===== src/rtl/rf_wr_arb_if.sv =====
// Write-request bus between the two writeback requesters and the register-file arbiter.
interface rf_wr_arb_if;
    logic        stall;
    logic        a_req;
    logic        b_req;
    logic [2:0]  a_regsel;
    logic [2:0]  b_regsel;
    logic [15:0] a_data;
    logic [15:0] b_data;
    logic        a_gnt;
    logic        b_gnt;
    logic        write;
    logic [2:0]  writeregsel;
    logic [15:0] writedata;
    logic [7:0]  pend;
    logic [7:0]  conflict_cnt;

    modport slave (
        input  stall, a_req, b_req, a_regsel, b_regsel, a_data, b_data,
        output a_gnt, b_gnt, write, writeregsel, writedata, pend, conflict_cnt
    );

    modport master (
        output stall, a_req, b_req, a_regsel, b_regsel, a_data, b_data,
        input  a_gnt, b_gnt, write, writeregsel, writedata, pend, conflict_cnt
    );
endinterface


===== src/rtl/rf_wr_arb.sv =====
// Two-requester register-file write arbiter: combinational grant, registered write port,
// pending-destination tracking and a saturating contention counter.
module rf_wr_arb #(
    parameter bit RR_EN = 1'b1
) (
    input  logic         clk,
    input  logic         rst,
    rf_wr_arb_if.slave   bus
);
    logic        r_lg;
    logic        r_write;
    logic [2:0]  r_writeregsel;
    logic [15:0] r_writedata;
    logic [7:0]  r_pend;
    logic [7:0]  r_conflict_cnt;

    logic        w_a_wins_tie;
    logic        w_a_gnt;
    logic        w_b_gnt;
    logic        w_any_gnt;
    logic [7:0]  w_pend_nxt;

    // A takes a tie under fixed priority, or under round-robin when B was last served.
    assign w_a_wins_tie = !RR_EN || r_lg;

    assign w_a_gnt   = rst && !bus.stall && bus.a_req && (!bus.b_req || w_a_wins_tie);
    assign w_b_gnt   = rst && !bus.stall && bus.b_req && (!bus.a_req || !w_a_wins_tie);
    assign w_any_gnt = w_a_gnt || w_b_gnt;

    always_comb begin
        w_pend_nxt = 8'h00;
        if (bus.a_req && !w_a_gnt)
            w_pend_nxt = w_pend_nxt | (8'h01 << bus.a_regsel);
        if (bus.b_req && !w_b_gnt)
            w_pend_nxt = w_pend_nxt | (8'h01 << bus.b_regsel);
    end

    always_ff @(posedge clk or negedge rst) begin
        if (!rst) begin
            r_lg           <= 1'b1;
            r_write        <= 1'b0;
            r_writeregsel  <= 3'd0;
            r_writedata    <= 16'h0000;
            r_pend         <= 8'h00;
            r_conflict_cnt <= 8'h00;
        end else begin
            r_write <= w_any_gnt;
            r_pend  <= w_pend_nxt;
            if (w_a_gnt) begin
                r_lg          <= 1'b0;
                r_writeregsel <= bus.a_regsel;
                r_writedata   <= bus.a_data;
            end else if (w_b_gnt) begin
                r_lg          <= 1'b1;
                r_writeregsel <= bus.b_regsel;
                r_writedata   <= bus.b_data;
            end
            if (bus.a_req && bus.b_req && (r_conflict_cnt != 8'hFF))
                r_conflict_cnt <= r_conflict_cnt + 8'h01;
        end
    end

    assign bus.a_gnt        = w_a_gnt;
    assign bus.b_gnt        = w_b_gnt;
    assign bus.write        = r_write;
    assign bus.writeregsel  = r_writeregsel;
    assign bus.writedata    = r_writedata;
    assign bus.pend         = r_pend;
    assign bus.conflict_cnt = r_conflict_cnt;
endmodule


===== src/flat_wrapper.sv =====
// flat-port wrapper written by rule: the top's interface ports become plain ports
module rf_wr_arb_flat 
#(
    parameter bit RR_EN = 1'b1
)
  (clk, rst, bus_stall, bus_a_req, bus_b_req, bus_a_regsel, bus_b_regsel, bus_a_data, bus_b_data, bus_a_gnt, bus_b_gnt, bus_write, bus_writeregsel, bus_writedata, bus_pend, bus_conflict_cnt);
  rf_wr_arb_if bus_i ();
  input  logic clk;
  input  logic rst;
  input wire logic [$bits(bus_i.stall)-1:0] bus_stall;
  input wire logic [$bits(bus_i.a_req)-1:0] bus_a_req;
  input wire logic [$bits(bus_i.b_req)-1:0] bus_b_req;
  input wire logic [$bits(bus_i.a_regsel)-1:0] bus_a_regsel;
  input wire logic [$bits(bus_i.b_regsel)-1:0] bus_b_regsel;
  input wire logic [$bits(bus_i.a_data)-1:0] bus_a_data;
  input wire logic [$bits(bus_i.b_data)-1:0] bus_b_data;
  output wire logic [$bits(bus_i.a_gnt)-1:0] bus_a_gnt;
  output wire logic [$bits(bus_i.b_gnt)-1:0] bus_b_gnt;
  output wire logic [$bits(bus_i.write)-1:0] bus_write;
  output wire logic [$bits(bus_i.writeregsel)-1:0] bus_writeregsel;
  output wire logic [$bits(bus_i.writedata)-1:0] bus_writedata;
  output wire logic [$bits(bus_i.pend)-1:0] bus_pend;
  output wire logic [$bits(bus_i.conflict_cnt)-1:0] bus_conflict_cnt;
  assign bus_i.stall = bus_stall;
  assign bus_i.a_req = bus_a_req;
  assign bus_i.b_req = bus_b_req;
  assign bus_i.a_regsel = bus_a_regsel;
  assign bus_i.b_regsel = bus_b_regsel;
  assign bus_i.a_data = bus_a_data;
  assign bus_i.b_data = bus_b_data;
  assign bus_a_gnt = bus_i.a_gnt;
  assign bus_b_gnt = bus_i.b_gnt;
  assign bus_write = bus_i.write;
  assign bus_writeregsel = bus_i.writeregsel;
  assign bus_writedata = bus_i.writedata;
  assign bus_pend = bus_i.pend;
  assign bus_conflict_cnt = bus_i.conflict_cnt;
  rf_wr_arb #(.RR_EN(RR_EN)) u_core (.clk(clk), .rst(rst), .bus(bus_i));
endmodule

===== config.mk =====
export PLATFORM = sky130hd
export DESIGN_NAME = rf_wr_arb_flat
export DESIGN_NICKNAME = d
export VERILOG_FILES = /design/src/rtl/rf_wr_arb_if.sv /design/src/rtl/rf_wr_arb.sv /design/src/flat_wrapper.sv
export SDC_FILE = /design/constraint.sdc
export NUM_CORES = 1
export LEC_CHECK = 0
export BUFFER_PORTS_ARGS = -buffer_cell sky130_fd_sc_hd__buf_2
export CORE_MARGIN = 2
export CORE_UTILIZATION = 30
export CTS_BUF_LIST = sky130_fd_sc_hd__clkbuf_8
export DETAILED_ROUTE_END_ITERATION = 16
export HOLD_SLACK_MARGIN = 0.1
export PLACE_DENSITY = 0.54
export SLEW_MARGIN = 10
export SYNTH_ARGS = -nofsm -noshare
export SYNTH_HDL_FRONTEND = slang
export SYNTH_SLANG_ARGS = --single-unit

===== constraint.sdc =====
create_clock -name clk -period 1.9 [get_ports clk]
set_clock_uncertainty 0.15 [all_clocks]
set_input_delay 0.095 -clock clk [delete_from_list [all_inputs] [get_ports clk]]
set_output_delay 0.095 -clock clk [all_outputs]
set_load 0.02 [all_outputs]

==> results of run 1 <==
[tightest hold or removal path, stage by stage]
cell and delay (ps):
buf_2 210, nand4_1 110, o311ai_1 90
[power breakdown]
group          internal [mW]  switching, mW  total, mW
combinational          0.343          0.481      0.824
sequential             0.945          0.125       1.07
clock                  0.522          0.296      0.817
[cells by family after synthesis]
family	share of synthesized area (%)
and+or+nand+nor	15.4
DFF	50.3
adders and majority gates	0.679
buffers and inverters	8.15
AOI/OAI and AO/OA	21.5
muxes	2.45
xor gates and xnor gates	1.43
[synth_stat cells, types with 2 or more instances]
master	instances	area, µm²
inv_1	20	75.1
o22ai_1	6	37.5
a21oi_1	2	10.0
nand2_1	7	26.3
buf_4	2	15.0
nand3_1	4	20.0
mux2_1	4	45.0
clkbuf_1	7	26.3
o32ai_1	2	17.5
and3_1	3	18.8
o211ai_1	6	45.0
dfrtp_1	36	901
o311ai_1	19	166
nand4_1	22	138
nand2b_1	5	31.3
buf_2	6	30.0
xnor2_1	3	26.3
o21ai_0	20	100
nor2_1	2	7.51
[state kept, by name, summed over array words and instances, names as in the netlist]
register,cells
u_core.bus.pend,8
u_core.bus.conflict_cnt,8
u_core.r_lg,1
u_core.bus.write,1
u_core.bus.writeregsel,3
u_core.bus.writedata,16
[layout make-up]
class                      count  area, µm²
clock buffer                   5       68.8
clock inverter                 3       65.1
fill                         590       3040
inverter                      21       78.8
multi-input combinational    114        768
sequential                    37        927
tap                           75       93.8
timing repair buffer         130        882
[per-layer routing]
layer / GRT usage (%) / part of all wire (%) / vias up
met1: 20.8 / 43 / 926
met4: 5.17 / 0.58 / 0
li1: - / - / 948
met5: 0 / 0 / -
met2: 31.5 / 50 / 60
met3: 3.37 / 6.3 / 2
[worst max path at each step]
stage                                     startpoint                    endpoint  slack [ps]  cells after the start
after floorplan           u_core.bus.conflict_cnt[0]  u_core.bus.conflict_cnt[1]         180                      4
after global placement    u_core.bus.conflict_cnt[0]  u_core.bus.conflict_cnt[1]         250                      4
after detailed placement  u_core.bus.conflict_cnt[0]  u_core.bus.conflict_cnt[1]         190                      4
after CTS                                u_core.r_lg                   bus_a_gnt          60                      4
after global routing                       bus_b_req    u_core.bus.writedata[14]          50                      5
final                                      bus_b_req                   bus_a_gnt         110                      6
[what timing repair did]
item | CTS | global route
endpoints found under the hold margin | 65 | 0
buffers inserted | 0 | 0
setup endpoints to repair | 0 | 1
resized for setup | 0 | 1
hold buffers | 41 | 0
[metrics by stage]
stage          cell area [µm²]  setup WS [ps]  std cells  utilization, %
6_report                  2880            114        385            48.7
5_1_grt                   2880           47.8        385            48.7
4_1_cts                   2880           57.4        385            48.6
3_5_place_dp              2340            189        336            39.5
3_3_place_gp              2340            254        336            39.5
2_1_floorplan             1840            177        187               -
==> metrics.md, run 1 <==
| Metric | Value |
|---|---|
| Kind of critical path | `in2out` |
| Core region area | `5920 µm²` |
| Worst Hold Launch | `bus_a_req` |
| Worst IR drop on VDD | `0.648 mV` |
| Number of maximum-capacitance violations | `0` |
| Launching element type of the critical path | `input pin` |
| Quantity of I/O buffers inserted on ports | `80` |
| Total I/O pin count | `just over 80` |
| Prevailing post-synth register cell | `dfrtp_1` |
| Final hold violation count | `0` |
| Number of core rows | `28` |
| Max-Slew Margin vs Limit | `50.0%` |
| Final worst-path cycle share | `94.0%` |
| CTS max path bufs | `2` |
| FF-to-FF path depth | `4` |
| Htree depth | `2` |
| Die Y-Extent | `~80 µm` |
| Detailed Route WL | `between 5 and 6 mm` |
| Required time at the endpoint of the critical path | `1650 ps` |
| Area enclosed by the die boundary | `just under 7000 µm²` |
| CP peak stage delay | `around 540 ps` |
| Die width | `around 80 µm` |
| Total DRC errors in the routed layout | `0` |
| TritonCTS clock tree | `done` |
| Number of buffers created by CTS | `5` |
| Family with the most delay on the worst path | `buffers and inverters` |
| Timing-limited maximum frequency | `around 560 MHz` |
| Hold/Removal Path Class | `in2reg` |
| Fraction of registers with async set or reset after synthesis | `100%` |
| Clock latency of the later-clocked register in the worst-skew pair | `between 200 and 300 ps` |
| Area added between synthesis and finish | `56.6%` |
| Most used cell along the critical path | `buf_2` |
| Worst Hold Path Cells | `3` |
| Final HPWL DP | `between 3 and 4 mm` |
| Routability Congestion | `0.861` |
| Reg2Reg Capture Point | `u_core.bus.conflict_cnt[1]` |
| RSZ-0062 raised after global routing | `no` |
| Pwr Total | `~2.7 mW` |
| Leak | `1.38 nW` |
| Number of unique standard cell types used by synthesis | `30` |
| Final-layout setup total negative slack | `0 ps` |
| Synthesized area | `1840 µm²` |
| Proportion of synthesized chip area in sequential cells | `between 50% and 60%` |
| Final max-slew violation count | `0` |
| Via Count | `1,936` |
| Worst setup slack for register-to-register paths | `200 ps` |
| Remaining Overflow, GRT | `0` |
| Launch instance of the worst register-to-register path | `u_core.bus.conflict_cnt[0]` |
| Count of TritonRoute iterations in the first routing pass | `4` |
| Synthesis Warnings | `0` |
| Initial standard-cell utilization of the core | `between 30% and 40%` |
| Share of cells above drive strength 1 | `33.5%` |
| Worst hold slack after final layout | `116 ps` |
| Most used cells in the layout excluding fill and tap cells | `buf_2 (80), dlygate4sd3_1 (41), dfrtp_1 (36), nand4_1 (22), inv_1 (20)` |
| Sum of buffers and inverters on the critical path | `4` |
| CP Capture Type | `output pin` |
| Root buf cell | `clkbuf_8` |
| Number of global-route vias before repair | `1,998` |
| Detailed-route wire length per cell | `15.2 µm` |
| Clk sink count | `37` |
| Maximum net fanout on the critical path | `20` |
| Per-cell via count in the routed design | `between 5 and 6` |
| Number of storage elements in the synthesis netlist | `37` |
| Mean post-synth cell area | `9.85 µm²` |
| Pwr/cell area | `940 nW/µm²` |
| Critical Path Slowest Stage Cell | `dlygate4sd3_1` |
| Antenna-violating nets left | `0` |
| Setup violation total in the final timing report | `0` |
| Status | `complete, no violations` |
| Number of flops mapped to enable cells by yosys | `0` |
| Arrival time reported for the critical path endpoint | `1540 ps` |
| Pin count of the biggest net entering global routing | `31` |
| Critical path, cell by cell | `dlygate4sd3_1 -> buf_2 -> nand2b_1 -> and3_1 -> buf_6 -> buf_2` |
| Antenna Diode Count | `0` |
| Initial antenna violation count | `0` |
| Net count, final | `353` |
| Most common library cell in the layout ignoring fill and taps | `buf_2` |
| Net count of the mapped netlist | `231` |
| Register clock-pin slew on the reported worst setup and hold paths | `70 ps` |
| Hold Crit Endpoint | `u_core.bus.writedata[2]` |
| Transition time at the pin with the least slew margin | `749 ps` |
| Wire length of the first global-routing pass | `8.96 mm` |
| Number of DRC violations after detailed-routing iteration 0 | `47` |
| Post-route minimum period | `1790 ps` |
| Synthesized netlist cell count | `roughly 190` |
| Overall Global Routing Usage | `17.4%` |
Power figures use the tool's default switching activity.
==> run 2: changes to the inputs <==
--- a/config.mk
+++ b/config.mk
@@ -8,2 +8,3 @@
 export BUFFER_PORTS_ARGS = -buffer_cell sky130_fd_sc_hd__buf_2
+export CAP_MARGIN = 20
 export CORE_MARGIN = 2
==> constraint.sdc (replaced) <==
create_clock -name clk -period 1.9 [get_ports clk]
set_clock_uncertainty 0.15 [all_clocks]
set_input_delay 0.285 -clock clk [delete_from_list [all_inputs] [get_ports clk]]
set_output_delay 0.285 -clock clk [all_outputs]
set_load 0.02 [all_outputs]
==> run 2 against run 1 <==
Effect of this change:
- count of clock-buffer cells in the layout unchanged
- power down 6.9%
- combinational power down 8.3%
- cell area down 14%
- core utilization down 6.7 points
- critical path type is now reg2out
- largest cell class unchanged
- highest routed layer unchanged
==> metrics.md, run 2 (same netlist as run 1, synthesis figures left out) <==
| Metric | Value |
|---|---|
| Proportion of power drawn by flip-flops and latches | `42.4% (+2.9 points)` |
| Via Count | `1,837 (-5.1%)` |
| Cell-internal power | `1.63 mW (-9.9%)` |
| Post-route minimum period | `1780 ps (-6.05 ps)` |
| Clk network pwr share | `27.7% (-2.4 points)` |
| Final hold violation count | `0 (unchanged)` |
| Register clock-pin slew on the reported worst setup and hold paths | `80 ps (about the same)` |
| Total I/O pin count | `81 (unchanged)` |
| Pwr/cell area | `1010 nW/µm² (+7.8%)` |
| Pwr Total | `2.52 mW (-6.9%)` |
| Timing-limited maximum frequency | `562 MHz (+0.34%)` |
| Worst IR drop on VDD | `0.432 mV (-33%)` |
| CP peak stage delay | `550 ps (about the same)` |
| Transition time at the pin with the least slew margin | `945 ps (+196 ps)` |
| Status | `complete, no violations` |
| Quantity of I/O buffers inserted on ports | `80 (unchanged)` |
| Total DRC errors in the routed layout | `0 (unchanged)` |
| Htree depth | `2 (unchanged)` |
| Wire length of the first global-routing pass | `8.30 mm (-7.3%)` |
| Number of core rows | `28 (unchanged)` |
| Number of buffers created by CTS | `5 (unchanged)` |
| Final-layout setup total negative slack | `0 ps (unchanged)` |
| Critical path, cell by cell | `nand2b_1 -> and3_2 -> buf_4` |
| Pin count of the biggest net entering global routing | `24 (-23%)` |
| Most common library cell in the layout ignoring fill and taps | `buf_2` |
| Core region area | `5920 µm² (unchanged)` |
| Final standard cell utilization of the core | `42.1% (-6.7 points)` |
| Max-Slew Margin vs Limit | `37.0% (-13 points)` |
| Required time at the endpoint of the critical path | `1460 ps (-190 ps)` |
| Number of global-route vias before repair | `1,710 (-14%)` |
| Final worst-path cycle share | `93.7% (-0.32 points)` |
| Detailed Route WL | `5.28 mm (-9.5%)` |
| Net count, final | `316 (-10%)` |
| Die Y-Extent | `82.4 µm (unchanged)` |
| Launching element type of the critical path | `register` |
| Critical Path Slowest Stage Cell | `dfstp_2` |
| Placed cell area | `2350 µm² (+0.64%)` |
| Per-cell via count in the routed design | `5.28 (+5.0%)` |
| Clk sink count | `37 (unchanged)` |
| Die width | `82.4 µm (unchanged)` |
| Remaining Overflow, GRT | `0 (unchanged)` |
| Switch Pwr | `0.893 mW (-0.93%)` |
| TritonCTS clock tree | `done` |
| Routability Congestion | `0.827 (-3.9%)` |
| Proportion of total power due to net switching | `35.4% (+2.1 points)` |
| Post-route design area | `2490 µm² (-14%)` |
| Post-CTS Setup Inserts | `0 (unchanged)` |
| Max FFs per register | `16 (unchanged)` |
| Setup violation total in the final timing report | `0 (unchanged)` |
| Final HPWL DP | `3.88 mm (+2.0%)` |
| Maximum net fanout on the critical path | `4 (-80%)` |
| Initial antenna violation count | `0 (unchanged)` |
| CTS max path bufs | `2 (unchanged)` |
| Worst hold slack after final layout | `114 ps (-2.96 ps)` |
| Root buf cell | `clkbuf_8` |
| Hold/Removal Path Class | `in2reg` |
| Most used cells in the layout excluding fill and tap cells | `buf_2 (79), dfrtp_1 (36), nand4_1 (22), inv_1 (20)` |
| Family with the most delay on the worst path | `flip-flops` |
| Overall Global Routing Usage | `15.9% (-1.5 points)` |
| Count of TritonRoute iterations in the first routing pass | `5 (+1)` |
| Relative contribution of combinational cells to total power | `30.0% (-0.4 points)` |
| Sum of buffers and inverters on the critical path | `1 (-3)` |
| Number of DRC violations after detailed-routing iteration 0 | `88 (+87%)` |
| Area enclosed by the die boundary | `6780 µm² (unchanged)` |
| Arrival time reported for the critical path endpoint | `1340 ps (-200 ps)` |
| Clock latency of the later-clocked register in the worst-skew pair | `290 ps (about the same)` |
| Antenna-violating nets left | `0 (unchanged)` |
| Share of cells above drive strength 1 | `39.2% (+5.6 points)` |
| Leak | `1.22 nW (-12%)` |
| Final max-slew violation count | `0 (unchanged)` |
| Antenna Diode Count | `0 (unchanged)` |
| RSZ-0062 raised after global routing | `no` |
| Kind of critical path | `reg2out` |
| CP Capture Type | `output pin` |
| Area added between synthesis and finish | `35.2%` |
| Initial standard-cell utilization of the core | `31.1% (unchanged)` |
| Detailed-route wire length per cell | `15.2 µm (+0.15%)` |
| Number of maximum-capacitance violations | `0 (unchanged)` |
run 2: changes by cell type in the layout (fill, tap and decap cells not counted), sizes merged:
| cell | change |
|---|---|
| bufinv | -1 |
| buf | +2 |
| clkinvlp | +1 |
| dlygate4sd3 | -39 |
run 2: metrics by stage:
| step | setup slack (ps) | instances |
|---|---|---|
| finish | 120 | 348 |
| global route | 24.1 | 348 |
| CTS | 52.1 | 348 |
| detailed placement | 121 | 338 |
| global placement | 147 | 338 |
| floorplan | 177 | 187 |
run 2: path summary, 6_finish.rpt:
check	start	to	slack [ps]	depth (start not counted)
worst max-delay path	u_core.r_lg	bus_a_gnt	120	3
worst min-delay path	bus_b_data[8]	u_core.bus.writedata[8]	110	3
worst max register to register	u_core.bus.conflict_cnt[0]	u_core.bus.conflict_cnt[1]	170	4
worst min register to register	u_core.bus.writedata[4]	u_core.bus.writedata[4]	360	2
max in group asynchronous	rst	u_core.bus.writedata[15]	930	3
min in group asynchronous	rst	u_core.bus.writedata[7]	390	3
run 2: repair_timing:
item | in CTS | in global routing
endpoints found under the setup margin | 0 | 1
resized for setup | 0 | 2
hold endpoints to repair | 39 | 0
hold buffers | 2 | 0
run 2: worst register-to-register path, delay by kind of cell (launching register included):
kind,cells,cell delay [ps]
AOI/OAI and AO/OA,1,280
adders and majority gates,1,210
DFF,1,410
muxes,1,340
and+or+nand+nor,1,230
run 2: layer usage:
| layer | share of wire [%] | GRT usage, % | up-vias |
|---|---|---|---|
| li1 | - | - | 876 |
| met1 | 48 | 22.1 | 875 |
| met2 | 44 | 25.1 | 81 |
| met3 | 6.7 | 3.04 | 5 |
| met4 | 1.0 | 4.50 | 0 |
| met5 | 0 | 0 | - |
run 2: power groups by stage:
stage	Sequential [mW]	Combinational (mW)	Clock, mW
global route	1.09	0.832	0.758
floorplan	1.26	0.275	0
detailed placement	1.09	0.761	0
CTS	1.07	0.766	0.722
finish	1.07	0.756	0.698
global placement	1.09	0.750	0
run 2: layout make-up:
type	count	area [µm²]
Clock buffer	5	68.8
Clock inverter	3	46.3
Fill cell	619	3430
Inverter	21	78.8
Multi-Input combinational cell	114	769
Sequential cell	37	927
Tap cell	75	93.8
Timing Repair Buffer	93	505
==> run 3: changes to the inputs <==
- REMOVE_ABC_BUFFERS: unset -> 1
==> run 3 against run 2 <==
Effect of this change:
- combinational power fell by 0.7%
- clock power is 22% lower
- count of clock-buffer cells in the layout increased by 1
- critical path depth stayed put
- non-clock buffer count is 1 lower
- hold slack worse by 3.9 ps
- core utilization fell by 0.72 points
- die area unchanged
- global-route usage fell by 0.29 points
- critical path type unchanged
- largest power group unchanged
==> metrics.md, run 3 (same netlist as run 1, synthesis figures left out) <==
| Metric | Value |
|---|---|
| Status | `complete, no violations` |
| Most common library cell in the layout ignoring fill and taps | `buf_2` |
| Final standard cell utilization of the core | `41.3% (-0.72 points)` |
| Root buf cell | `clkbuf_8` |
| Clock latency of the later-clocked register in the worst-skew pair | `290 ps (about the same)` |
| Switch Pwr | `0.853 mW (-4.4%)` |
| Met3 GRT Util | `3.48% (+0.43 points)` |
| Setup violation total in the final timing report | `0 (unchanged)` |
| Remaining Overflow, GRT | `0 (unchanged)` |
| Global route hottest layer | `met2` |
| RSZ-0062 raised after global routing | `no` |
| Placed cell area | `2350 µm² (unchanged)` |
| Maximum net fanout on the critical path | `4 (unchanged)` |
| Share of cells above drive strength 1 | `38.4% (-0.82 points)` |
| Per-cell via count in the routed design | `5.17 (-2.1%)` |
| Most used cells in the layout excluding fill and tap cells | `buf_2 (80), dfrtp_1 (36), nand4_1 (22), inv_1 (21)` |
| Arrival time reported for the critical path endpoint | `1390 ps (+50 ps)` |
| Net count, final | `315 (-0.32%)` |
| Transition time at the pin with the least slew margin | `905 ps (-40.5 ps)` |
| Number of maximum-capacitance violations | `0 (unchanged)` |
| Htree depth | `2 (unchanged)` |
| Proportion of total power due to net switching | `36.0% (+0.60 points)` |
| Initial antenna violation count | `0 (unchanged)` |
| Final worst-path cycle share | `96.0% (+2.4 points)` |
| Number of core rows | `28 (unchanged)` |
| Count of TritonRoute iterations in the first routing pass | `4 (-1)` |
| Worst hold slack after final layout | `110 ps (-3.91 ps)` |
| Worst setup slack for register-to-register paths | `180 ps (about the same)` |
| Post-route design area | `2450 µm² (-1.7%)` |
| Register clock-pin slew on the reported worst setup and hold paths | `70 ps (about the same)` |
| Critical path, cell by cell | `nand2b_1 -> and3_1 -> buf_2` |
| Area taken by multi-input logic gates | `768 µm² (-0.16%)` |
| CTS max path bufs | `2 (unchanged)` |
| CP startpoint | `u_core.r_lg` |
| Capture point of the critical path | `bus_a_gnt` |
| Kind of critical path | `reg2out` |
| Die Y-Extent | `82.4 µm (unchanged)` |
| Number of DRC violations after detailed-routing iteration 0 | `79 (-10%)` |
| Routability Congestion | `0.815 (-1.4%)` |
| Final hold violation count | `0 (unchanged)` |
| Cell-internal power | `1.52 mW (-6.9%)` |
| Final HPWL DP | `3.76 mm (-3.1%)` |
| Number of global-route vias before repair | `1,615 (-5.6%)` |
| Proportion of power drawn by flip-flops and latches | `45.2% (+2.8 points)` |
| Antenna Diode Count | `0 (unchanged)` |
| Launching element type of the critical path | `register` |
| Met1 track demand over resource | `20.5% (-1.6 points)` |
| Final-layout setup total negative slack | `0 ps (unchanged)` |
| Die width | `82.4 µm (unchanged)` |
| Number of fillers in the final layout | `599 (-3.2%)` |
| Total I/O pin count | `81 (unchanged)` |
| Total DRC errors in the routed layout | `0 (unchanged)` |
| Area used by sequential logic in the layout | `927 µm² (unchanged)` |
| Detailed Route WL | `5.16 mm (-2.4%)` |
| Detailed-route wire length per cell | `14.9 µm (-1.9%)` |
| Clk network pwr share | `23.1% (-4.6 points)` |
| Max FFs per register | `16 (unchanged)` |
| Leak | `1.21 nW (-0.77%)` |
| Post-route minimum period | `1820 ps (+44.7 ps)` |
| CP peak stage delay | `550 ps (about the same)` |
| Met2 global-route usage | `25.0% (-0.081 points)` |
| Hold/Removal Path Class | `in2reg` |
| Required time at the endpoint of the critical path | `1460 ps (about the same)` |
| TritonCTS clock tree | `done` |
| Quantity of I/O buffers inserted on ports | `80 (unchanged)` |
| Overall Global Routing Usage | `15.6% (-0.29 points)` |
| Wire length of the first global-routing pass | `7.87 mm (-5.2%)` |
| Core region area | `5920 µm² (unchanged)` |
| CP Capture Type | `output pin` |
| Via Count | `1,789 (-2.6%)` |
| Area enclosed by the die boundary | `6780 µm² (unchanged)` |
| Worst Setup Slack post-DPL | `150 ps (+29.2 ps)` |
| FF-to-FF path depth | `4 (unchanged)` |
| Relative contribution of combinational cells to total power | `31.7% (+1.7 points)` |
| Pin count of the biggest net entering global routing | `38 (+58%)` |
| Worst IR drop on VDD | `0.304 mV (-30%)` |
| Area added between synthesis and finish | `32.9%` |
| Clk sink count | `37 (unchanged)` |
| Critical Path Slowest Stage Cell | `dfstp_2` |
| Pwr/cell area | `969 nW/µm² (-4.4%)` |
| Final max-slew violation count | `0 (unchanged)` |
| Worst Slack Setup Final | `75.6 ps (-44.7 ps)` |
| Max-Slew Margin vs Limit | `39.7% (+2.7 points)` |
| Number of buffers created by CTS | `5 (unchanged)` |
| Initial standard-cell utilization of the core | `31.1% (unchanged)` |
| Timing-limited maximum frequency | `548 MHz (-2.4%)` |
| Reg2Reg Capture Point | `u_core.bus.conflict_cnt[1]` |
| Launch instance of the worst register-to-register path | `u_core.bus.conflict_cnt[0]` |
| Antenna-violating nets left | `0 (unchanged)` |
-- run 3: cell types whose count changed in the layout (fill, tap and decap cells not counted), sizes merged --
cell / change
bufinv: -1
clkbuf: +1
clkinv: -1
clkinvlp: -1
dlygate4sd3: -1
inv: +1
-- run 3: final cells by class --
| class | instances | share of cell area [%] |
|---|---|---|
| clock buffer | 6 | 3.37 |
| sequential | 37 | 37.9 |
| clock inverter | 1 | 0.153 |
| inverter | 21 | 3.22 |
| multi-input combinational | 114 | 31.4 |
| timing repair buffer | 92 | 20.1 |
| tap | 75 | 3.83 |
-- run 3: worst max-delay path, delay by kind of cell (launching register included) --
family	cells	cell delay, ps
and+or+nand+nor	2	370
DFF	1	550
buffers and inverters	1	190
-- run 3: repair_timing --
action	in CTS	in global routing
hold buffers	1	0
setup buffers	0	0
endpoints found under the hold margin	36	0
gates resized for setup	0	0
-- run 3: power by group through the flow --
stage / logic, mW / clock network (mW) / registers, mW
finish: 0.751 / 0.547 / 1.07
global route: 0.825 / 0.594 / 1.09
CTS: 0.761 / 0.561 / 1.07
detailed placement: 0.761 / 0 / 1.08
global placement: 0.752 / 0 / 1.09
floorplan: 0.251 / 0 / 1.26
-- run 3: routing by layer --
| layer | wire length [µm] | share of wire [%] |
|---|---|---|
| met1 | 2330 | 45 |
| met2 | 2340 | 45 |
| met4 | 80 | 1.6 |
| met3 | 407 | 7.9 |
| met5 | 0 | 0 |
-- run 3: through the flow --
stage	cells	power (mW)
floorplan	172	1.51
global placement	338	1.84
detailed placement	338	1.85
CTS	346	2.39
global route	346	2.51
finish	346	2.37
-- run 3: worst min path at each step --
stage,start,to,slack [ps],cells past startpoint
after global placement,rst,u_core.bus.conflict_cnt[1],270,2
after global routing,bus_a_data[12],u_core.bus.writedata[12],110,3
after detailed placement,rst,u_core.bus.conflict_cnt[1],270,2
final,bus_b_regsel[2],u_core.bus.pend[0],110,2
after floorplan,rst,u_core.bus.conflict_cnt[0],-160,0
after CTS,bus_b_regsel[2],u_core.bus.pend[0],100,2
